--- src/rtl/decoder_scan_ctrl.sv ---
// Decoder scan controller: steps a 2-bit decoder select through 0..3,
// holding each select for dwell+1 clock cycles. It runs either
// continuously or as a single pass.
//
// state | meaning
// IDLE  | decoder disabled, waiting for start
// RUN   | decoder enabled, counting slot cycles and stepping A
module decoder_scan_ctrl #(
    parameter int DWELL_W = 8
) (
    input  logic               clk,
    input  logic               rst_n,
    input  logic               start,
    input  logic               stop,
    input  logic               mode,
    input  logic [DWELL_W-1:0] dwell,
    output logic [1:0]         A,
    output logic               E,
    output logic               busy,
    output logic               slot_tick,
    output logic               done
);

    typedef enum logic {
        ST_IDLE = 1'b0,
        ST_RUN  = 1'b1
    } state_t;

    state_t             state;
    logic [DWELL_W-1:0] cnt;
    logic [DWELL_W-1:0] dwell_q;
    logic               mode_q;

    // Status flags are decoded from registers only, so there is no path from any input.
    assign busy      = (state == ST_RUN);
    assign slot_tick = (state == ST_RUN) && (cnt == dwell_q);

    // Scan sequencing: slot counter, decoder select/enable and the done pulse.
    always_ff @(posedge clk or negedge rst_n) begin
        if (!rst_n) begin
            state   <= ST_IDLE;
            cnt     <= '0;
            dwell_q <= '0;
            mode_q  <= 1'b0;
            A       <= 2'd0;
            E       <= 1'b0;
            done    <= 1'b0;
        end else begin
            done <= 1'b0;
            case (state)
                ST_IDLE: begin
                    cnt <= '0;
                    A   <= 2'd0;
                    E   <= 1'b0;
                    // stop overrides a simultaneous start
                    if (start && !stop) begin
                        state   <= ST_RUN;
                        dwell_q <= dwell;
                        mode_q  <= mode;
                        E       <= 1'b1;
                    end
                end
                ST_RUN: begin
                    if (stop) begin
                        state <= ST_IDLE;
                        cnt   <= '0;
                        A     <= 2'd0;
                        E     <= 1'b0;
                    end else if (cnt == dwell_q) begin
                        cnt <= '0;
                        if (mode_q && (A == 2'd3)) begin
                            state <= ST_IDLE;
                            A     <= 2'd0;
                            E     <= 1'b0;
                            done  <= 1'b1;
                        end else begin
                            A <= A + 2'd1;
                        end
                    end else begin
                        cnt <= cnt + 1'b1;
                    end
                end
                default: begin
                    state <= ST_IDLE;
                    cnt   <= '0;
                    A     <= 2'd0;
                    E     <= 1'b0;
                end
            endcase
        end
    end

endmodule

--- config.mk ---
export PLATFORM = sky130hd
export DESIGN_NAME = decoder_scan_ctrl
export DESIGN_NICKNAME = d
export VERILOG_FILES = /design/src/rtl/decoder_scan_ctrl.sv
export SDC_FILE = /design/constraint.sdc
export NUM_CORES = 1
export LEC_CHECK = 0
export ABC_AREA = 0
export CORE_ASPECT_RATIO = 1.25
export CORE_UTILIZATION = 43
export CTS_CLUSTER_DIAMETER = 100
export DETAILED_ROUTE_END_ITERATION = 6
export GPL_ROUTABILITY_DRIVEN = 0
export GPL_TIMING_DRIVEN = 1
export PLACE_DENSITY = 0.7
export SLEW_MARGIN = 20
export SYNTH_ARGS = -nofsm -noshare
export SYNTH_HDL_FRONTEND = slang
export SYNTH_SLANG_ARGS = --single-unit
--- constraint.sdc ---
create_clock -name clk -period 1.5 [get_ports clk]
set_input_delay 0.3 -clock clk [delete_from_list [all_inputs] [get_ports clk]]
set_output_delay 0.3 -clock clk [all_outputs]
set_load 0.01 [all_outputs]
; Word level (Yosys, flattened, before mapping)
; Cells that the tools add are included.
[totals]
register_bits = 22
inputBits = 13
out_inout_bits = 6
[classes]
n_addsub = 2
n_eq_ne = 4
muxes = 20
bitwise = 1
n_reduce_logical = 6
[ops]
columns = cell, n
row1 = 2-to-1 mux 8 bit, 2
row2 = case mux 8 bit (2 select lines), 1
row3 = 2-to-1 mux 1 bit, 11
row4 = "adder 8 x 1 -> 8 bit, second input constant", 1
row5 = equality test 8 bit, 1
row6 = 2-to-1 mux 2 bit, 3
row7 = "inequality test 3 x 2 -> 1 bit, second input constant", 2
row8 = case mux 1 bit (2 select lines), 2
row9 = case mux 2 bit (2 select lines), 1
row10 = AND reduction 2 bit, 2
row11 = logical AND 1 bit, 3
row12 = "adder 2 x 1 -> 2 bit, second input constant", 1
row13 = "equality test 2 bit, second input constant", 1
row14 = logical NOT 1 bit, 1
row15 = inverter 1 bit, 1

; Longest topological paths before layout
; Gate-level depths: netlist (run 1).
[depth]
word_depth = 6
ltp_mapped = 4
ltp_nobuf = 4

; Worst setup path before layout (run 1)
; Ideal clock, no wire load.
[synth_path]
path_kind = reg2reg
start = register cnt[2]
end = register A[0]
setup_time_ns = 0.078
arrival_ns = 1.381
t_required_ns = 1.422
path_slack_ns = 0.042
path_stages_with_launch = 5
n_path_buf = 0
period_less_slack_ns = 1.458
path_cell_list = dfrtp_1 > xnor2_1 > nand4_2 > or4_1 > a21boi_1
[synth_via]
elab_chain_cells = 2
[synth_rtl]
columns = element, line
row1 = start: declaration, 30  ; logic [DWELL_W-1:0] cnt;
row2 = start signal: assignment, 80  ; cnt <= cnt + 1'b1;
row3 = equality test 8 bit, 69  ; end else if (cnt == dwell_q) begin
row4 = inequality test 3 x 2 -> 1 bit (no source line), n/a
row5 = end signal: assignment, 77  ; A <= A + 2'd1;
row6 = end: declaration, 17  ; output logic [1:0] A,
; Every way passes these cells.
; A chain may end at the register's enable or synchronous reset.

; Worst setup path in the final report (run 1)
[layout_path]
start = register dwell_q[7]
end = output slot_tick
[layout_via]
elab_chain_cells = 2
[layout_rtl]
columns = element, line
row1 = start: declaration, 31  ; logic [DWELL_W-1:0] dwell_q;
row2 = start signal: assignment, 58  ; dwell_q <= dwell;
row3 = equality test 8 bit, 36  ; assign slot_tick = (state == ST_RUN) && (cnt == dwell_q);
row4 = logical AND 1 bit, 36
row5 = end: declaration, 20  ; output logic slot_tick,
; Every way passes these cells.

==> results of run 1 <==
-- sequential cells by signal, indices dropped and copies added, names as in the netlist --
name / count
cnt: 8
dwell_q: 8
A: 2
E: 1
busy: 1
done: 1
mode_q: 1
-- cell usage after synthesis, drive strengths merged --
cell type  count
nor3b          1
o22ai          1
mux2           9
xnor2          9
xor2           5
nand4          2
dfrtp         22
nand3          5
and3           3
o21ai          2
ha             2
nor3           1
a2bb2oi        1
or4            1
a21boi         1
and2           1
clkbuf         1
nor2          11
nand2          3
inv            3
mux2i          1
a311oi         1
-- timing repair --
action	4_1_cts	5_1_grt
hold buffers	0	0
setup endpoints to repair	6	10
cloned	0	0
setup buffers	3	0
resized for setup	9	4
hold endpoints to repair	0	0
pin swaps	2	1
-- power breakdown --
| part | internal, µW | switching [µW] |
|---|---|---|
| Sequential | 646 | 41.7 |
| Clock | 270 | 170 |
| Combinational | 142 | 87.5 |
| Total | 1060 | 299 |
-- final cells by class --
cell class | instances | area (µm²) | area share
well taps | 31 | 38.79 | 0.02652
repair buffers | 38 | 326.6 | 0.2233
clock inverters | 1 | 30.03 | 0.02053
flip-flops and latches | 22 | 550.5 | 0.3764
clock buffers | 3 | 22.52 | 0.01540
inverters | 3 | 11.26 | 0.007699
multi-input cells | 60 | 483.0 | 0.3302
-- metrics by stage --
stage / TNS (ps) / util
4_1_cts: -275.7 / 0.6473
3_3_place_gp: -1420 / 0.6159
5_1_grt: -414.4 / 0.6545
2_1_floorplan: 0 / -
6_report: -232.2 / 0.6545
3_5_place_dp: -1851 / 0.6159
-- layer usage --
layer,track usage,up-vias
met5,0,-
met4,0.08824,0
met3,0.01929,4
met2,0.3099,12
met1,0.1870,380
li1,-,381
-- cell usage in the layout, fill, tap and decap left out --
cell / synthesis / routed
a21boi_1: 1 / 1
nand3_1: 5 / 5
a2bb2oi_1: 1 / 1
buf_6: 0 / 1
buf_4: 0 / 19
ha_1: 2 / 2
a311oi_1: 1 / 1
and3_2: 1 / 1
dfrtp_1: 22 / 22
o22ai_1: 1 / 1
nor2_2: 0 / 1
xnor2_2: 2 / 3
nand4_2: 2 / 2
nor3b_1: 1 / 1
inv_1: 3 / 3
mux2i_1: 1 / 1
and3_1: 2 / 2
clkdlybuf4s50_1: 0 / 12
or4_1: 1 / 1
o21ai_0: 1 / 1
bufinv_16: 0 / 1
o21ai_2: 1 / 1
buf_2: 0 / 1
dlygate4sd2_1: 0 / 4
nand2_1: 3 / 3
xnor2_1: 7 / 6
and2_1: 1 / 1
nor2_1: 11 / 10
dlymetal6s2s_1: 0 / 1
clkbuf_4: 0 / 3
xor2_1: 5 / 5
mux2_2: 9 / 9
nor3_2: 0 / 1
-- kinds of logic after synthesis --
kind of cell	after synthesis	share of synthesized area
AND/OR/NAND/NOR	28	0.1441
flip-flops	22	0.5327
XOR/XNOR	14	0.1332
multiplexers	10	0.1078
AO/OA/AOI/OAI	6	0.04359
buffers and inverters	4	0.01452
adder cells (fa/ha/maj)	2	0.02421
-- final timing paths --
| kind | start | end |
|---|---|---|
| hold / removal | rst_n | mode_q |
| setup reg to reg | cnt[5] | A[0] |
| hold reg to reg | mode_q | mode_q |
| min in group clk | mode_q | mode_q |
| max in group asynchronous | rst_n | E |
| setup / recovery | dwell_q[7] | slot_tick |
==> impl_results.md, run 1 <==
* Status: finished with violations
* Failing checks: negative setup slack
* Met2 WL post-DR at around 1100 µm
* Buf/Inv on CP at 1
* Cell class contributing the biggest share of worst-path delay: flip-flops
* Mapped Nets at 101
* WS Path Type: flip-flop to output port
* Mean post-synth cell area at about 12 µm²
* Worst setup margin at -130.7 ps
* Slew @ Worst Pin at 269.1 ps
* Vias in the first global route at 787
* CP endpoint kind: output port
* Endpoints failing setup at 2
* Final nets at approximately 140
* # fillers at 194
* Cell Pwr Density at between 900 and 1000 nW/µm²
* Final Max Tran Viols at 0
* Min Tclk post-route at between 1500 and 2000 ps
* Worst hold path class: input pin to async pin
* Layout Skew at 9.117 ps
* Crit-path slowest cell: dfrtp_1
* Critical path launch point type: flip-flop
* Root Driver: clkbuf_4
* Vias after detailed routing at just under 800
* First-pass DRT Iterations at 2
* Synth top area cells: dfrtp_1 53%, mux2_2 9.8%, xnor2_1 5.9%, xor2_1 4.2%, nor2_1 4.0%
* #FFs+latches synth at 22
* TritonCTS clock tree: done
* WL met1 at 773 µm
* # rows at 19
* Layout cells sized above 1 at 0.3386
* Die area at about 2600 µm²
* DRT Wirelength at around 1900 µm
* Final Non-Filler Cells at around 160
* Leakage power at 0.0006879 µW
* 1st-iter DRT viols at 6
* I/O Pins at 19
* Core Region at 2235 µm²
* Critical path depth at 4
* Per-cell routed wire length at ~12 µm
* Arr. time, crit path at ~1300 ps
* Synth Cell Area at ~1000 µm²
* Total GRT Usage at 0.1729
* Reg2reg setup slack at -100 ps
* Die width at around 46 µm
* Clock Path Buffers at 2
* Post-synthesis sequential area ratio at 0.5327
* Global-route wire length before repair at ~3200 µm
* Met3 routed WL at between 30 and 40 µm
* Ant diodes at 0
* RSZ-0062 raised after global routing: yes
* Total CTS buffers at 3
* Worst-path clk slew at roughly 120 ps
* Yosys warnings at 0
* Largest fanout on the critical path at 2
* Power, Total at around 1400 µW
* VDD IR max at approximately 0.00069 V
* Slew HR at 0.8206
* Synth area leader: dfrtp_1
* Yosys top cell area share at 0.5327
* Total grt overflow at 0
* # DRC at 0
* H-tree Lvls at 1
* Post-Place Worst Slack at -238.8 ps
* Max cap viols at 0
* CP Data Required Time at 1200 ps
* CP max stage delay at 430 ps
* Placed inst area at about 1400 µm²
* Initial Utilization at 0.4625
* R2r worst-path depth at 5
* Final Hold Fails at 0
* Dpl hpwl at between 1500 and 2000 µm
* Clock Latency Late Sink at 300 ps
* Vias/cell at just under 5
* Die H at between 50 and 60 µm
* Design area at 1463 µm²
* Hold Slack at 321.0 ps
* Antenna violations before repair at 0
* Cells after DPL at around 150
* Fin crit share at 1.087
* Detail Route Antenna Nets at 0
* Synth unique cells at 25
* Peak Freq at around 0.61 GHz
* PortBufs at 18
* Gate Count Post-Synth at 86
* Largest net degree at the start of global routing at 23
* Area growth syn-to-layout at 41.53%
* Top Layer Used: met4
* Clock Sinks at 22
* Worst-path cell chain: xnor2_2 > nand4_2 > nor3_2 > buf_2
No activity file was read; power rests on OpenSTA's default activity.
==> inputs of run 2 (changes only) <==
GPL_TIMING_DRIVEN = 0   (was 1)
==> impl_results.md, run 2 (same netlist as run 1, synthesis figures left out) <==
* Status: finished with violations
* Failing checks: negative setup slack
* Detail Route Antenna Nets at 0 (unchanged)
* R2r worst-path depth at 5 (unchanged)
* Vias/cell at 5.052 (+2.7%)
* Worst reg2reg path startpoint: cnt[2]
* Ant diodes at 0 (unchanged)
* Layout Skew at 2.035 ps (-7.082 ps)
* Max cap viols at 0 (unchanged)
* CP Data Required Time at 1200 ps (about the same)
* I/O Pins at 19 (unchanged)
* Total CTS buffers at 3 (unchanged)
* VDD IR max at 0.0006763 V (-1.5%)
* Cell Pwr Density at 865.9 nW/µm² (-6.7%)
* Root Driver: clkbuf_4
* Vias in the first global route at 791 (+0.51%)
* Largest net degree at the start of global routing at 23 (unchanged)
* WS Path Type: flip-flop to output port
* Die H at 56.81 µm (unchanged)
* H-tree Lvls at 1 (unchanged)
* Area growth syn-to-layout at 41.77%
* 1st-iter DRT viols at 23 (+17)
* Initial Utilization at 0.4625 (unchanged)
* Worst-path clk slew at 120 ps (about the same)
* # fillers at 180 (-7.2%)
* Final nets at 140 (-2.1%)
* Peak Freq at 0.6053 GHz (-1.3%)
* Dpl hpwl at 1202 µm (-20%)
* Comb power frac at 0.200 (+0.031)
* RSZ-0062 raised after global routing: yes
* Layout cells sized above 1 at 0.3710 (+0.03239)
* Slew HR at 0.6647 (-0.1559)
* Global-route wire length before repair at 3477 µm (+8.4%)
* Hold Slack at 475.2 ps (+154.2 ps)
* First-pass DRT Iterations at 4 (+2)
* DRT Wirelength at 1914 µm (+0.31%)
* Worst setup margin at -152.0 ps (-21.32 ps)
* Core Region at 2235 µm² (unchanged)
* TritonCTS clock tree: done
* Critical path launch point type: flip-flop
* Vias after detailed routing at 783 (+0.77%)
* Total GRT Usage at 0.1826 (+0.009720)
* Worst hold path class: input pin to async pin
* Total grt overflow at 0 (unchanged)
* Die width at 45.85 µm (unchanged)
* Power, Total at 1269 µW (-6.6%)
* Largest fanout on the critical path at 2 (unchanged)
* Commonest non-fill, non-tap cells in the layout: 21 x dfrtp_1, 13 x buf_4, 11 x clkdlybuf4s50_1
* Sequential fraction of design power at 0.545 (+0.039)
* Clk pwr share at 0.255 (-0.069)
* Die area at 2605 µm² (unchanged)
* Slew @ Worst Pin at 501.1 ps (+231.9 ps)
* Final Non-Filler Cells at 155 (-1.9%)
* Final Hold Fails at 0 (unchanged)
* Clock Latency Late Sink at 300 ps (about the same)
* Fin crit share at 1.101 (+0.01421)
* Internal at 949.4 µW (-10%)
* Final Max Tran Viols at 0 (unchanged)
* PortBufs at 18 (unchanged)
* # rows at 19 (unchanged)
* Min Tclk post-route at 1652 ps (+21.32 ps)
* Worst r2r dst: A[0]
* Cells after DPL at 135 (-11%)
* CP endpoint kind: output port
* Antenna violations before repair at 0 (unchanged)
* Commonest non-fill, non-tap cell in the layout: dfrtp_1
* Endpoints failing setup at 2 (unchanged)
* Arr. time, crit path at 1350 ps (+20 ps)
* Clock Path Buffers at 2 (unchanged)
* Leakage power at 0.0006777 µW (-1.5%)
* Switching power at 319.2 µW (+6.6%)
* Biggest regs: cnt x8, dwell_q x8, A x2
* Switching share of power at 0.2516 (+0.03108)
* Clock Sinks at 22 (unchanged)
* Per-cell routed wire length at 12.35 µm (+2.3%)
* Reg2reg setup slack at -120 ps (-20 ps)
* # DRC at 0 (unchanged)
[run 2: timing repair]
action,in CTS,in global routing
pin swaps,5,7
hold buffers,0,1
hold endpoints to repair,0,22
resized for setup,14,11
endpoints found under the setup margin,16,23
buffers inserted,13,1
gates cloned,0,1
[run 2: power by group through the flow]
| stage | clock (µW) | combinational [µW] | sequential, µW |
|---|---|---|---|
| 2_1_floorplan | 0 | 126 | 693 |
| 3_3_place_gp | 0 | 191 | 700 |
| 3_5_place_dp | 0 | 196 | 700 |
| 4_1_cts | 327 | 232 | 687 |
| 5_1_grt | 370 | 278 | 700 |
| 6_report | 324 | 254 | 691 |
[run 2: worst max path at each step]
stage          startpoint          to  slack [ps]  cells past startpoint
3_3_place_gp        start  dwell_q[0]        -420                      4
3_5_place_dp        start  dwell_q[3]        -460                      4
2_1_floorplan      cnt[2]        A[0]          40                      4
4_1_cts        dwell_q[6]   slot_tick        -150                      4
5_1_grt            cnt[3]   slot_tick        -260                      4
6_report           cnt[2]   slot_tick        -150                      4
[run 2: stage by stage]
step / setup slack (ps) / cell area [µm²] / utilization / TNS, ps
floorplan: 41.65 / 1033 / - / 0
global placement: -415.2 / 1252 / 0.5605 / -4331
detailed placement: -461.1 / 1252 / 0.5605 / -5108
CTS: -154.9 / 1403 / 0.6277 / -297.8
global route: -258.5 / 1465 / 0.6557 / -453.7
finish: -152.0 / 1465 / 0.6557 / -276.1
[run 2: cell type report]
| cell class | instances | area (µm²) | share of cell area |
|---|---|---|---|
| Multi-Input combinational cell | 61 | 529.3 | 0.3612 |
| Timing Repair Buffer | 33 | 290.3 | 0.1981 |
| Clock buffer | 4 | 36.28 | 0.02477 |
| Sequential cell | 22 | 551.8 | 0.3766 |
| Inverter | 3 | 11.26 | 0.007686 |
| Buffer | 1 | 7.507 | 0.005124 |
| Tap cell | 31 | 38.79 | 0.02647 |
[run 2: layer usage]
| metal | up-vias | wire (µm) | GRT usage |
|---|---|---|---|
| met1 | 380 | 797 | 0.2442 |
| met3 | 5 | 80 | 0.01929 |
| met5 | - | 0 | 0 |
| met2 | 21 | 1006 | 0.2978 |
| li1 | 377 | - | - |
| met4 | 0 | 29 | 0.06303 |
[run 2: critical path: stages, from the launching register on]
cell and delay [ps]:
dfrtp_1 410, xnor2_1 180, nand4_2 160, nor3_2 160
buf_2 140
==> inputs of run 3 (changes only) <==
CAP_MARGIN = 20   (was unset)
CORE_UTILIZATION = 45   (was 43)
PLACE_DENSITY = 0.73   (was 0.7)
==> impl_results.md, run 3 (same netlist as run 1, synthesis figures left out) <==
* Status: finished with violations
* Failing checks: negative setup slack
* PortBufs at 18 (unchanged)
* Design area at 1464 µm² (about the same)
* Ant diodes at 0 (unchanged)
* Initial Utilization at 0.4725 (+0.01005)
* Layout Skew at 14.04 ps (+12.01 ps)
* Peak Freq at 0.6122 GHz (+1.1%)
* Setup TNS at -251.5 ps (+24.60 ps)
* Vias/cell at 4.936 (-2.3%)
* Crit-path slowest cell: dfrtp_1
* Root Driver: clkbuf_4
* Largest net degree at the start of global routing at 23 (unchanged)
* I/O Pins at 19 (unchanged)
* Leakage power at 0.0006840 µW (+0.93%)
* VDD IR max at 0.0005646 V (-17%)
* Final Hold Fails at 0 (unchanged)
* H-tree Lvls at 1 (unchanged)
* Max cap viols at 0 (unchanged)
* DRT Wirelength at 1960 µm (+2.4%)
* Critical path launch point type: flip-flop
* Vias in the first global route at 763 (-3.5%)
* Total CTS buffers at 3 (unchanged)
* Die area at 2494 µm² (-4.3%)
* Hold Slack at 507.2 ps (+32.00 ps)
* CP max stage delay at 430 ps (+20 ps)
* Layout cells sized above 1 at 0.3571 (-0.01382)
* Clock Path Buffers at 2 (unchanged)
* Per-cell routed wire length at 12.48 µm (+1.1%)
* Commonest non-fill, non-tap cell in the layout: dfrtp_1
* Worst reg2reg path startpoint: dwell_q[3]
* Clock Sinks at 22 (unchanged)
* Worst-path cell chain: xnor2_2 > nand4_2 > nor3_2 > buf_2
* Endpoints failing setup at 2 (unchanged)
* Clock Latency Late Sink at 300 ps (about the same)
* Arr. time, crit path at 1330 ps (-20 ps)
* Dpl hpwl at 1245 µm (+3.6%)
* Global-route wire length before repair at 3160 µm (-9.1%)
* WS Path Type: flip-flop to output port
* Biggest regs: cnt x8, dwell_q x8, A x2
* Detail Route Antenna Nets at 0 (unchanged)
* Cell Pwr Density at 852.5 nW/µm² (-1.5%)
* RSZ-0062 raised after global routing: yes
* Total grt overflow at 0 (unchanged)
* CP Data Required Time at 1200 ps (about the same)
* Final Max Tran Viols at 0 (unchanged)
* 1st-iter DRT viols at 16 (-30%)
* Slew @ Worst Pin at 950.0 ps (+448.9 ps)
* CP endpoint kind: output port
* Antenna violations before repair at 0 (unchanged)
* Vias after detailed routing at 775 (-1.0%)
* # rows at 19 (unchanged)
* # DRC at 0 (unchanged)
* Placed inst area at 1252 µm² (unchanged)
* Largest fanout on the critical path at 2 (unchanged)
* Commonest non-fill, non-tap cells in the layout: 22 x dfrtp_1, 17 x buf_4, 12 x clkdlybuf4s50_1
* Hold Buf Count CTS at 0 (unchanged)
* Area growth syn-to-layout at 41.65% (about the same)
* Die width at 44.87 µm (-2.1%)
* Worst hold path class: input pin to async pin
* Core Region at 2187 µm² (-2.1%)
* First-pass DRT Iterations at 4 (unchanged)
* Final nets at 142 (+1.4%)
* Min Tclk post-route at 1633 ps (-18.65 ps)
* Slew HR at 0.3647 (-0.3000)
* Worst setup margin at -133.4 ps (+18.65 ps)
* Fin crit share at 1.089 (-0.01243)
* Die H at 55.58 µm (-2.2%)
* TritonCTS clock tree: done
* Worst-path clk slew at 130 ps (about the same)
* Total GRT Usage at 0.1710 (-0.01162)
* Origin of the worst setup path: dwell_q[3]
[run 3: final timing paths]
check | end | slack, ps | cells after the start
max in group asynchronous | cnt[7] | 400 | 1
hold / removal | mode_q | 510 | 1
min in group clk | mode_q | 530 | 1
hold reg to reg | mode_q | 530 | 1
setup reg to reg | A[0] | -120 | 5
setup / recovery | slot_tick | -130 | 4
[run 3: power breakdown]
group          switching, µW  total [µW]  internal (µW)
clock network            172         320            148
logic                   93.8         237            143
registers               45.6         691            646
[run 3: repair_timing]
item,in CTS,in global routing
setup endpoints to repair,16,13
gates resized for setup,13,5
pin swaps,4,4
gates cloned,0,1
setup buffers,14,3
[run 3: area by class of cell]
type / instances / area, µm²
multi-input cells: 61 / 519.2
flip-flops and latches: 22 / 550.5
well taps: 31 / 38.79
repair buffers: 35 / 300.3
clock buffers: 4 / 36.28
plain buffers: 1 / 7.507
fillers: 169 / 723.2
inverters: 3 / 11.26
[run 3: stage by stage]
stage | util | instances | setup WS, ps | total power [µW]
final | 0.6693 | 157 | -133.4 | 1248
after global placement | 0.5727 | 135 | -416.5 | 889.6
after detailed placement | 0.5727 | 135 | -530.8 | 897.4
after floorplan | - | 86 | 41.65 | 818.9
after CTS | 0.6424 | 153 | -168.8 | 1235
after global routing | 0.6693 | 157 | -209.3 | 1313
[run 3: per-layer routing]
metal,share of wire,global-route usage,vias up
met5,0,0,-
met4,0.017,0.07792,0
met3,0.026,0.02273,4
met2,0.56,0.2941,12
met1,0.40,0.2043,381
li1,-,-,378
[run 3: worst max-delay path, delay by kind of cell (launching register included)]
family / cells / cell delay [ps]
DFF: 1 / 430
and+or+nand+nor: 2 / 290
xor gates and xnor gates: 1 / 180
buffers and inverters: 1 / 140
